### src/rtl/cordiv_quotient_acc.sv
// Converts the CORDIV unary quotient bitstream back to binary: skips a warm-up
// prefix, counts ones over 2^BW valid bits, and offers the count on a valid/ready port.
module cordiv_quotient_acc #(
    parameter int BW     = 8,
    parameter int WARMUP = 2,
    parameter int WUW    = 2
) (
    input  logic          clk,
    input  logic          rst_n,
    input  logic          start,
    input  logic          bit_in,
    input  logic          bit_vld,
    output logic          busy,
    output logic [BW:0]   out_cnt,
    output logic          out_valid,
    input  logic          out_ready
);

    typedef enum logic [1:0] {
        S_IDLE = 2'd0,
        S_WARM = 2'd1,
        S_RUN  = 2'd2,
        S_DONE = 2'd3
    } state_t;

    localparam logic [WUW-1:0] WU_LAST  = WUW'((WARMUP > 0) ? WARMUP - 1 : 0);
    localparam logic [BW-1:0]  SMP_LAST = {BW{1'b1}};
    localparam state_t         S_FIRST  = (WARMUP == 0) ? S_RUN : S_WARM;

    state_t          state_r;
    logic [BW:0]     acc_r;
    logic [BW-1:0]   smp_r;
    logic [WUW-1:0]  wu_r;
    logic [BW:0]     out_cnt_r;
    logic            restart_s;
    logic [BW:0]     acc_next_s;

    // A new measurement may begin from IDLE, or from DONE only as the result is taken.
    always_comb begin
        restart_s  = 1'b0;
        acc_next_s = acc_r + {{BW{1'b0}}, bit_in};
        case (state_r)
            S_IDLE:  restart_s = start;
            S_DONE:  restart_s = start & out_ready;
            default: restart_s = 1'b0;
        endcase
    end

    // Measurement sequencer, counters and result register.
    always_ff @(posedge clk or negedge rst_n) begin
        if (!rst_n) begin
            state_r   <= S_IDLE;
            acc_r     <= {(BW+1){1'b0}};
            smp_r     <= {BW{1'b0}};
            wu_r      <= {WUW{1'b0}};
            out_cnt_r <= {(BW+1){1'b0}};
        end else begin
            case (state_r)
                S_IDLE, S_DONE: begin
                    if (restart_s) begin
                        wu_r    <= {WUW{1'b0}};
                        acc_r   <= {(BW+1){1'b0}};
                        smp_r   <= {BW{1'b0}};
                        state_r <= S_FIRST;
                    end else if ((state_r == S_DONE) && out_ready) begin
                        state_r <= S_IDLE;
                    end
                end
                S_WARM: begin
                    if (bit_vld) begin
                        wu_r <= wu_r + WUW'(1);
                        if (wu_r == WU_LAST) begin
                            acc_r   <= {(BW+1){1'b0}};
                            smp_r   <= {BW{1'b0}};
                            state_r <= S_RUN;
                        end
                    end
                end
                S_RUN: begin
                    if (bit_vld) begin
                        acc_r <= acc_next_s;
                        smp_r <= smp_r + BW'(1);
                        // Final sample folds straight into the result so no cycle is lost.
                        if (smp_r == SMP_LAST) begin
                            out_cnt_r <= acc_next_s;
                            state_r   <= S_DONE;
                        end
                    end
                end
                default: state_r <= S_IDLE;
            endcase
        end
    end

    assign busy      = (state_r == S_WARM) || (state_r == S_RUN);
    assign out_valid = (state_r == S_DONE);
    assign out_cnt   = out_cnt_r;

endmodule

### config.mk
export PLATFORM = sky130hd
export DESIGN_NAME = cordiv_quotient_acc
export DESIGN_NICKNAME = d
export VERILOG_FILES = /design/src/rtl/cordiv_quotient_acc.sv
export SDC_FILE = /design/constraint.sdc
export NUM_CORES = 1
export LEC_CHECK = 0
export BUFFER_PORTS_ARGS = -buffer_cell sky130_fd_sc_hd__buf_2
export CAP_MARGIN = 20
export CELL_PAD_IN_SITES_DETAIL_PLACEMENT = 1
export CELL_PAD_IN_SITES_GLOBAL_PLACEMENT = 1
export CORE_UTILIZATION = 45
export DETAILED_ROUTE_END_ITERATION = 10
export PLACE_DENSITY = 0.8
export SLEW_MARGIN = 15
export SYNTH_ARGS = -nofsm -noshare
export SYNTH_HDL_FRONTEND = slang
export SYNTH_SLANG_ARGS = --single-unit
### constraint.sdc
create_clock -name clk -period 2 [get_ports clk]
set_input_delay 0.2 -clock clk [delete_from_list [all_inputs] [get_ports clk]]
set_output_delay 0.2 -clock clk [all_outputs]
set_load 0.01 [all_outputs]
**Word level (Yosys, flattened, before mapping)**

Index checks and enable logic that the tools add are counted.

- Add/subtract/negate cells: 3
- Bitwise gates (word level): 1
- Muxes and demuxes: 21
- Reduce and logical (&&, ||, !) cells: 9
- Eq/ne operators: 11

Operators by type and width:

| kind | count |
|---|---|
| $mux W9 | 4 |
| $mux W8 | 4 |
| $pmux W9 S3 | 1 |
| $pmux W8 S3 | 1 |
| $mux W2 | 8 |
| $ne A2 B2 Y1 const B | 5 |
| $add A9 B1 Y9 | 1 |
| $add A8 B1 Y8 const B | 1 |
| $eq A8 B8 Y1 const B | 1 |
| $pmux W2 S3 | 1 |
| $reduce_and A3 Y1 | 2 |
| $reduce_and A5 Y1 | 1 |
| $eq A2 B1 Y1 const B | 2 |
| $eq A2 B2 Y1 const B | 2 |
| $pmux W2 S2 | 1 |
| $reduce_and A4 Y1 | 1 |
| $ne A3 B3 Y1 const B | 1 |
| $add A2 B1 Y2 const B | 1 |
| $logic_not A2 Y1 | 1 |
| $pmux W1 S2 | 1 |
| $reduce_bool A2 Y1 | 1 |
| $reduce_or A2 Y1 | 1 |
| $and A1 B1 Y1 | 1 |
| $logic_and A1 B1 Y1 | 1 |
| $logic_or A1 B1 Y1 | 1 |

- Word-level logic and storage cells: 50
- Bits of input ports: 6
- Register bits: 30
- Output and inout port bits: 11

**Depth between registers and ports, before layout**

Gate-level depths: netlist of the first run.

- Depth after elaboration: 5
- Mapped depth: 8
- Depth with buffers taken out: 6

**Least setup slack after synthesis of the first run**

OpenSTA, ideal clock, no wires.

- Path kind: flip-flop to flip-flop
- From: register state_r[0]
- To: register acc_r[5]
- Buffers on the path: 2
- Setup time: 0.121 ns
- Cell stages (with the launch flop): 9
- Data arrival time: 1.638 ns
- Path slack: 0.241 ns
- Clock period less this slack: 1.759 ns
- Data required time: 1.879 ns
- Cells stage by stage: dfrtp_1 inv_1 ha_1 inv_1 o2bb2ai_2 or2_1 buf_6 buf_6 a22o_1

- Cells in the longest elaborated chain, start to end: 4
- Elaborated cells between the ends (all ways): 12
- Classes of those cells: 7 x eq/ne; 2 x mux; 3 x reduce/logical

Ends and longest elaborated chain:

| element | RTL line | text |
|---|---|---|
| from (decl) | 30 | `state_t state_r;` |
| from (signal assigned) | 52 | `state_r <= S_IDLE;` |
| from (signal assigned) | 64 | `state_r <= S_FIRST;` |
| from (signal assigned) | 66 | `state_r <= S_IDLE;` |
| $eq A2 B2 Y1 or $logic_not A2 Y1 (tied branches) | 42, 58 |  |
| $pmux W1 S2 or $reduce_or A2 Y1 (tied branches) | 42, 58 |  |
| $ne A2 B2 Y1 (no line) | - |  |
| $reduce_and A4 Y1 (no line) | - |  |
| to (signal assigned) | 53 | `acc_r <= {(BW+1){1'b0}};` |
| to (signal assigned) | 62 | `acc_r <= {(BW+1){1'b0}};` |
| to (signal assigned) | 73 | `acc_r <= {(BW+1){1'b0}};` |
| to (decl) | 31 | `logic [BW:0] acc_r;` |

Parallel ways exist; a longest one is shown, timed or not.
A chain may end at the register's enable or synchronous reset.

**Final worst setup path of the first run**

- From: register acc_r[0]
- To: register acc_r[8]

- Cells in the longest elaborated chain, start to end: 3

Ends and longest elaborated chain:

| element | RTL line | text |
|---|---|---|
| $add A9 B1 Y9 | 41 | `acc_next_s = acc_r + {{BW{1'b0}}, bit_in};` |
| $mux W9 | 80 | `if (bit_vld) begin` |
| $pmux W9 S3 | 58 | `case (state_r)` |

Every way passes these cells. The select of a mux whose other input is x is not followed.

==> flow_metrics.tcl, run 1 <==
set metrics [dict create \
    status "completed" \
    ys.warnings.count 0 \
    grt_overflow_total 0 \
    cts_buffer_depth 2 \
    synthCells 169 \
    rr_startpoint "acc_r[0]$_DFFE_PN0P_" \
    hold-path-endpoint "out_cnt[0]$_DFFE_PN0P_" \
    synth_fa_ha_area_share_pct 5.99 \
    simple_gate_fraction_of_synth_area_pct 18.0 \
    clock_tree.htree_level_count 2 \
    syn-cell-area_um2 1670 \
    final_layout_size_suffix_gt1_share_pct 22.1 \
    fmax_ghz 0.538 \
    holdCritPathClass "in -> reg" \
    crit_path_cell_trace "ha_1, ha_2, nand3_2, or4_1, o31ai_1, a22o_1" \
    ant_nets 0 \
    antenna-diode-count 0 \
    peak_fanout_along_the_critical_path 6 \
    most_common_library_cell_in_the_layout_ignoring_fill_and_taps "sky130_fd_sc_hd__dfrtp_1" \
    total_leakage_power_nw 0.875 \
    coreArea_um2 3440 \
    tritoncts.num_buffers 5 \
    fin_total_pwr_mw 2.70 \
    wire_per_inst_um 17.3 \
    post-place-cells 232 \
    crit_path_end_kind "flip-flop" \
    fill_cell_instance_count_of_the_final_layout 400 \
    final_cell_area_um2 1950 \
    vdd.ir_drop.worst_mv 0.689 \
    ys_seq_elements 30 \
    route.detailed.drc 0 \
    tritoncts "yes" \
    grt_pass1_vias 1535 \
    detailedRoute.firstIterationViolations 81 \
    fin_tns_setup_ns 0 \
    synth.avg_cell_area_um2 9.89 \
    skew_ns 0.00798 \
    grt_start_max_net_pins 31 \
    yosysTopAreaCellShare_pct 44.9 \
    synth_compound_gate_area_share_pct 23.8 \
    synth.largest_area_cell "sky130_fd_sc_hd__dfrtp_1" \
    vias_per_cell 5.98 \
    finalHoldViolations 0 \
    synth-xor-area-share_pct 0 \
    worstPathRequired_ns 2.22 \
    timing.reg2reg.setup_slack_ns 0.14 \
    layout_common_cells "sky130_fd_sc_hd__dfrtp_1 (30), sky130_fd_sc_hd__o21ai_0 (17), sky130_fd_sc_hd__buf_2 (16), sky130_fd_sc_hd__nand2_1 (14), sky130_fd_sc_hd__nor2_1 (9)" \
    critical_path.startpoint_type "flip-flop" \
    grt_setup_unrepaired "false" \
    synth_fp_nets 183 \
    post_synth_main_area_contributors "sky130_fd_sc_hd__dfrtp_1 (45%), sky130_fd_sc_hd__ha_1 (6.0%), sky130_fd_sc_hd__o21ai_0 (5.1%), sky130_fd_sc_hd__a22o_1 (4.2%), sky130_fd_sc_hd__nand2_1 (3.1%)" \
    finalNonFillerCells 241 \
    synth.yosys.seq_area_share_pct 44.9 \
    clock-root-buffer "sky130_fd_sc_hd__clkbuf_8" \
    finalSetupViolCount 0 \
    chipWidth_um 63.0 \
    hold_path_startpoint "bit_in" \
    area.growth.synth_to_final_pct 16.6 \
    io_pins 17 \
    cp_slowest_cell "sky130_fd_sc_hd__or4_1" \
    r2r_cells 6 \
    start_util_pct 48.6 \
    placed_area_um2 1840 \
    path_class "reg -> reg" \
    wl_um 4180 \
    timing.max_slew.rel_slack_pct 55.5 \
    port_buffer_count 16 \
    grt_antenna_before_repair 0 \
    worst_hold_path.num_cells 3 \
    wire_length_of_the_first_global_routing_pass_um 7410 \
    synth.mux.area_fraction_pct 2.69 \
    detailroute.via_count 1441 \
    crit_arrival_ns 2.08 \
    timing.critical_path.slowest_cell_delay_ns 0.53 \
    synth_cell_types 37 \
    final_min_period_over_clock_period_pct 93.0 \
    synth_top_family_by_area "compound AO/OA/AOI/OAI gates" \
    floorplan.die.height_um 63.0 \
    final_nets 208 \
    cellPowerDensity_nw_per_um2 1380 \
    clk-insertion-delay-late_ns 0.28 \
    critPathBufInv 0 \
    clkSinkCount 30 \
    place_congestion 0.778 \
    globalRouteTotalUtil_pct 24.4 \
    fp_rows 21 \
    cp_num_cells 6 \
    detail_route.first_pass.iterations 5 \
    path_delay_family "simple AND/OR/NAND/NOR gates" \
    drv_slew 0 \
    max_cap_violations 0 \
    die-area_um2 3960 \
    reg2reg_end "acc_r[8]$_DFFE_PN0P_" \
    min_cycle_time_layout_ns 1.86 \
    worst-slew-pin-transition_ns 0.667 \
    dp_hpwl_um 3030 \
    clkTransAtPathRegs_ns 0.06 \
]
==> Yosys cell counts <==
master	n
sky130_fd_sc_hd__o22a_1	1
sky130_fd_sc_hd__a21o_1	3
sky130_fd_sc_hd__or2_1	1
sky130_fd_sc_hd__a221o_1	1
sky130_fd_sc_hd__nand3_2	1
sky130_fd_sc_hd__nor4_1	1
sky130_fd_sc_hd__or2_2	1
sky130_fd_sc_hd__or2b_1	2
sky130_fd_sc_hd__buf_2	2
sky130_fd_sc_hd__nand3b_1	2
sky130_fd_sc_hd__a31oi_1	6
sky130_fd_sc_hd__nand4_1	3
sky130_fd_sc_hd__o31ai_2	1
sky130_fd_sc_hd__clkbuf_1	4
sky130_fd_sc_hd__buf_6	2
sky130_fd_sc_hd__o41ai_1	1
sky130_fd_sc_hd__nor3_4	1
sky130_fd_sc_hd__nor2_1	9
sky130_fd_sc_hd__inv_1	8
sky130_fd_sc_hd__nand2b_1	6
sky130_fd_sc_hd__o211ai_1	2
sky130_fd_sc_hd__a21oi_1	2
sky130_fd_sc_hd__a22o_1	8
sky130_fd_sc_hd__dfrtp_1	30
sky130_fd_sc_hd__nand3_1	8
sky130_fd_sc_hd__o2bb2ai_2	1
sky130_fd_sc_hd__o22ai_1	1
sky130_fd_sc_hd__nand4b_1	1
sky130_fd_sc_hd__nand2_1	14
sky130_fd_sc_hd__mux2_2	4
sky130_fd_sc_hd__o21ai_0	17
sky130_fd_sc_hd__ha_1	8
sky130_fd_sc_hd__or4_1	2
sky130_fd_sc_hd__o221ai_1	2
sky130_fd_sc_hd__o311ai_1	3
sky130_fd_sc_hd__or3_1	3
sky130_fd_sc_hd__o31ai_1	7
==> cell type report <==
type	count	area [µm²]	share of cell area, %
sequential	30	751	38.5
clock inverter	1	5.00	0.257
multi-input combinational	123	850	43.6
inverter	8	30.0	1.54
tap	46	57.6	2.95
timing repair buffer	26	170	8.73
clock buffer	7	86.3	4.43
==> per-layer routing <==
layer | share of wire [%] | vias up | track usage [%] | routed length [µm]
li1 | - | 681 | - | -
met1 | 41 | 728 | 27.5 | 1730
met2 | 54 | 22 | 42.7 | 2250
met3 | 2.6 | 10 | 6.39 | 110
met4 | 2.1 | 0 | 10.8 | 86
met5 | 0 | - | 0 | 0
==> cells by family after synthesis <==
| kind of cell | Yosys count |
|---|---|
| AO/OA/AOI/OAI | 56 |
| AND/OR/NAND/NOR | 55 |
| flip-flops | 30 |
| buffers and inverters | 16 |
| adder cells (fa/ha/maj) | 8 |
| multiplexers | 4 |
==> registers in the layout, summed over array words and instances (netlist names) <==
signal,count
out_cnt,9
wu_r,2
acc_r,9
smp_r,8
state_r,2
==> tightest hold or removal path, stage by stage <==
cell and delay [ns]:
sky130_fd_sc_hd__buf_2 0.08, sky130_fd_sc_hd__ha_1 0.14, sky130_fd_sc_hd__mux2_2 0.14
==> where the power goes <==
part	switching, mW	internal (mW)
logic	0.797	0.534
registers	0.131	0.731
clock network	0.227	0.277
==> stage by stage <==
stage	util (%)	hold WS [ns]	setup slack [ns]
2_1_floorplan	-	-0.0956	0.241
3_5_place_dp	53.5	0.281	0.156
3_3_place_gp	53.5	0.274	0.226
6_report	56.6	0.306	0.140
4_1_cts	56.5	0.298	0.103
5_1_grt	56.6	0.307	0.0170
==> worst max path at each step <==
stage	startpoint	end
finish	acc_r[0]$_DFFE_PN0P_	acc_r[8]$_DFFE_PN0P_
global route	acc_r[0]$_DFFE_PN0P_	acc_r[8]$_DFFE_PN0P_
CTS	acc_r[0]$_DFFE_PN0P_	acc_r[8]$_DFFE_PN0P_
detailed placement	state_r[0]$_DFFE_PN0P_	wu_r[0]$_DFFE_PN0P_
global placement	acc_r[0]$_DFFE_PN0P_	acc_r[8]$_DFFE_PN0P_
floorplan	state_r[0]$_DFFE_PN0P_	acc_r[5]$_DFFE_PN0P_
==> timing repair <==
| item | in CTS | in global routing |
|---|---|---|
| setup buffers | 0 | 0 |
| endpoints found under the setup margin | 0 | 2 |
| hold endpoints to repair | 30 | 0 |
| hold buffers | 1 | 0 |
| resized for setup | 0 | 2 |
No activity file was read; power rests on OpenSTA's default activity.
==> inputs of run 2 (changes only) <==
--- a/config.mk
+++ b/config.mk
@@ -5,13 +5,16 @@
 export SDC_FILE = /design/constraint.sdc
 export NUM_CORES = 1
 export LEC_CHECK = 0
+export ABC_AREA = 1
 export BUFFER_PORTS_ARGS = -buffer_cell sky130_fd_sc_hd__buf_2
 export CAP_MARGIN = 20
 export CELL_PAD_IN_SITES_DETAIL_PLACEMENT = 1
 export CELL_PAD_IN_SITES_GLOBAL_PLACEMENT = 1
-export CORE_UTILIZATION = 45
+export CORE_ASPECT_RATIO = 1.2
+export CORE_UTILIZATION = 43
 export DETAILED_ROUTE_END_ITERATION = 10
-export PLACE_DENSITY = 0.8
+export PLACE_DENSITY = 0.81
+export RECOVER_POWER = 50
 export SLEW_MARGIN = 15
 export SYNTH_ARGS = -nofsm -noshare
 export SYNTH_HDL_FRONTEND = slang
==> flow_metrics.tcl, run 2 <==
set metrics [dict create \
    fmax_ghz 0.554 \
    worstPathRequired_ns 2.20 \
    total_switching_power_uw 828 \
    synth.yosys.seq_area_share_pct 44.3 \
    cp_slowest_cell "sky130_fd_sc_hd__dfrtp_1" \
    synth_cell_types 23 \
    worst-slew-pin-transition_ns 0.773 \
    power.switching_fraction_pct 41.4 \
    timing.critical_path.slowest_cell_delay_ns 0.39 \
    place_congestion 0.767 \
    fp_rows 24 \
    most_common_library_cell_in_the_layout_ignoring_fill_and_taps "sky130_fd_sc_hd__nand2_1" \
    fill_cell_instance_count_of_the_final_layout 492 \
    io_pins 17 \
    skew_ns 0.00583 \
    fin_tns_setup_ns 0 \
    crit_arrival_ns 2.00 \
    clock-root-buffer "sky130_fd_sc_hd__clkbuf_8" \
    holdCritPathClass "in -> reg" \
    cts_buffer_depth 2 \
    wire_per_inst_um 13.1 \
    critPathBufInv 3 \
    yosys.cell_count.top_type "sky130_fd_sc_hd__nand2_1" \
    final_cell_area_um2 1920 \
    vdd.ir_drop.worst_mv 1.03 \
    ys.warnings.count 0 \
    finalSetupViolCount 0 \
    tritoncts "yes" \
    syn-cell-area_um2 1690 \
    crit_path_cell_trace "inv_1, ha_1, inv_1, nand3_1, nand2_4, inv_1, o21ai_0" \
    status "completed" \
    final_min_period_over_clock_period_pct 90.3 \
    internal_power_mw 1.17 \
    grt_pass1_vias 1557 \
    grt_start_max_net_pins 31 \
    synth_edf_count 0 \
    synth_flop_type "sky130_fd_sc_hd__dfrtp_1" \
    clk-insertion-delay-late_ns 0.28 \
    tritoncts.num_buffers 5 \
    ant_nets 0 \
    synthTopCellsByCount "sky130_fd_sc_hd__nand2_1 (96), sky130_fd_sc_hd__dfrtp_1 (30), sky130_fd_sc_hd__nand3_1 (18)" \
    pwr-share-seq_pct 35.7 \
    placed_area_um2 1820 \
    detailedRoute.firstIterationViolations 79 \
    chipWidth_um 59.3 \
    path_delay_family "simple AND/OR/NAND/NOR gates" \
    dp_hpwl_um 2790 \
    clock_power_share_pct 25.2 \
    pwr-share-comb_pct 39.2 \
    area.growth.synth_to_final_pct 13.4 \
    floorplan.die.height_um 70.8 \
    synth.largest_area_cell "sky130_fd_sc_hd__dfrtp_1" \
    cts.repair_timing.setup_buffer_count 0 \
    post_synth_main_area_contributors "sky130_fd_sc_hd__dfrtp_1 (44%), sky130_fd_sc_hd__nand2_1 (21%), sky130_fd_sc_hd__ha_1 (5.9%), sky130_fd_sc_hd__nand3_1 (5.3%), sky130_fd_sc_hd__inv_1 (3.8%)" \
    grt_setup_unrepaired "false" \
    layout_common_cells "sky130_fd_sc_hd__nand2_1 (96), sky130_fd_sc_hd__dfrtp_1 (30), sky130_fd_sc_hd__nand3_1 (18), sky130_fd_sc_hd__inv_1 (17)" \
    synth_fp_nets 234 \
    grt_overflow_total 0 \
    critical_path.most_common_cell "sky130_fd_sc_hd__inv_1" \
    wire_length_of_the_first_global_routing_pass_um 7000 \
    detailroute.via_count 1456 \
    vias_per_cell 4.94 \
    drv_slew 0 \
    die-area_um2 4200 \
    clkSinkCount 30 \
    total_leakage_power_nw 0.986 \
    coreArea_um2 3690 \
    critical_path.startpoint_type "flip-flop" \
    detail_route.first_pass.iterations 4 \
    globalRouteTotalUtil_pct 22.3 \
    min_cycle_time_layout_ns 1.81 \
    grt_antenna_before_repair 0 \
    clock_tree.htree_level_count 2 \
    crit_path_end_kind "flip-flop" \
    fin_total_pwr_mw 2.00 \
    timing.max_slew.rel_slack_pct 48.5 \
    wl_um 3870 \
    route.detailed.drc 0 \
    ys_seq_elements 30 \
    cellPowerDensity_nw_per_um2 1040 \
    yosysTopAreaCellShare_pct 44.3 \
    max_cap_violations 0 \
    synthCells 220 \
    synth.avg_cell_area_um2 7.70 \
    final_nets 256 \
    final_layout_size_suffix_gt1_share_pct 12.3 \
    async_reset_ff_share_pct 100 \
    finalHoldViolations 0 \
    port_buffer_count 16 \
    clkTransAtPathRegs_ns 0.06 \
    path_class "reg -> reg" \
    worst_hold_slack_ns 0.282 \
    peak_fanout_along_the_critical_path 24 \
    start_util_pct 45.9 \
    antenna-diode-count 0 \
]
-- run 2: cell types whose count changed in the layout (fill, tap and decap cells not counted), sizes merged, moves of 4 or more --
cell    delta
nor2       +5
buf       -18
xor2       +5
nand3      +9
inv        +9
o21ai      -6
a22o       -8
a31oi      -5
clkbuf    +10
o31ai      -8
mux2       -4
nand2     +87
nand2b     -6
-- run 2: cells by family after synthesis --
| family | Yosys count | synth area share, % |
|---|---|---|
| and+or+nand+nor | 140 | 36.6 |
| DFF | 30 | 44.3 |
| buffers and inverters | 23 | 5.91 |
| AOI/OAI and AO/OA | 14 | 4.73 |
| adders and majority gates | 8 | 5.91 |
| xor gates and xnor gates | 5 | 2.58 |
-- run 2: worst register-to-register path, cell delays in order, from the launching register on --
cell and delay [ns]:
sky130_fd_sc_hd__dfrtp_1 0.39, sky130_fd_sc_hd__inv_1 0.08, sky130_fd_sc_hd__ha_1 0.32, sky130_fd_sc_hd__inv_1 0.13, sky130_fd_sc_hd__nand3_1 0.18, sky130_fd_sc_hd__nand2_4 0.30, sky130_fd_sc_hd__inv_1 0.14, sky130_fd_sc_hd__o21ai_0 0.18
-- run 2: final cells by class --
type	count	area (µm²)	area share (%)
Clock buffer	7	86.3	4.49
Inverter	19	73.8	3.84
Sequential cell	30	751	39.1
Multi-Input combinational cell	168	855	44.5
Tap cell	52	65.1	3.39
Timing Repair Buffer	18	86.3	4.49
Clock inverter	1	5.00	0.260
-- run 2: through the flow --
step / instances / util, % / worst slack [ns]
global placement: 285 / 49.3 / 0.290
finish: 295 / 52.0 / 0.194
detailed placement: 285 / 49.3 / 0.224
global route: 295 / 52.0 / 0.0139
CTS: 294 / 52.0 / 0.201
floorplan: 220 / - / 0.434
-- run 2: path summary, 6_finish.rpt --
path | slack, ns | cells past startpoint | startpoint | end
worst max-delay path | 0.19 | 7 | state_r[0]$_DFFE_PN0P_ | acc_r[7]$_DFFE_PN0P_
worst min register to register | 0.48 | 2 | out_cnt[2]$_DFFE_PN0P_ | out_cnt[2]$_DFFE_PN0P_
worst max register to register | 0.19 | 7 | state_r[0]$_DFFE_PN0P_ | acc_r[7]$_DFFE_PN0P_
worst min-delay path | 0.28 | 4 | bit_in | acc_r[0]$_DFFE_PN0P_
min in group asynchronous | 0.52 | 2 | rst_n | acc_r[4]$_DFFE_PN0P_
max in group asynchronous | 0.98 | 2 | rst_n | smp_r[6]$_DFFE_PN0P_
-- run 2: layer usage --
| metal | global-route usage, % | vias to the layer above | part of all wire (%) |
|---|---|---|---|
| met5 | 0 | - | 0 |
| met4 | 6.61 | 0 | 1.2 |
| met3 | 5.48 | 5 | 2.9 |
| met2 | 37.3 | 19 | 51 |
| met1 | 27.8 | 695 | 45 |
| li1 | - | 737 | - |
-- run 2: what timing repair did --
| item | in CTS | in global routing |
|---|---|---|
| endpoints found under the setup margin | 0 | 4 |
| hold buffers | 1 | 0 |
| hold endpoints to repair | 30 | 0 |
| gates resized for setup | 0 | 1 |
-- run 2: power groups by stage --
stage | combinational [mW] | sequential (mW) | clock [mW]
after floorplan | 0.607 | 0.712 | 0
after global placement | 0.736 | 0.722 | 0
after detailed placement | 0.756 | 0.724 | 0
after CTS | 0.764 | 0.714 | 0.522
after global routing | 0.900 | 0.722 | 0.547
final | 0.784 | 0.713 | 0.503
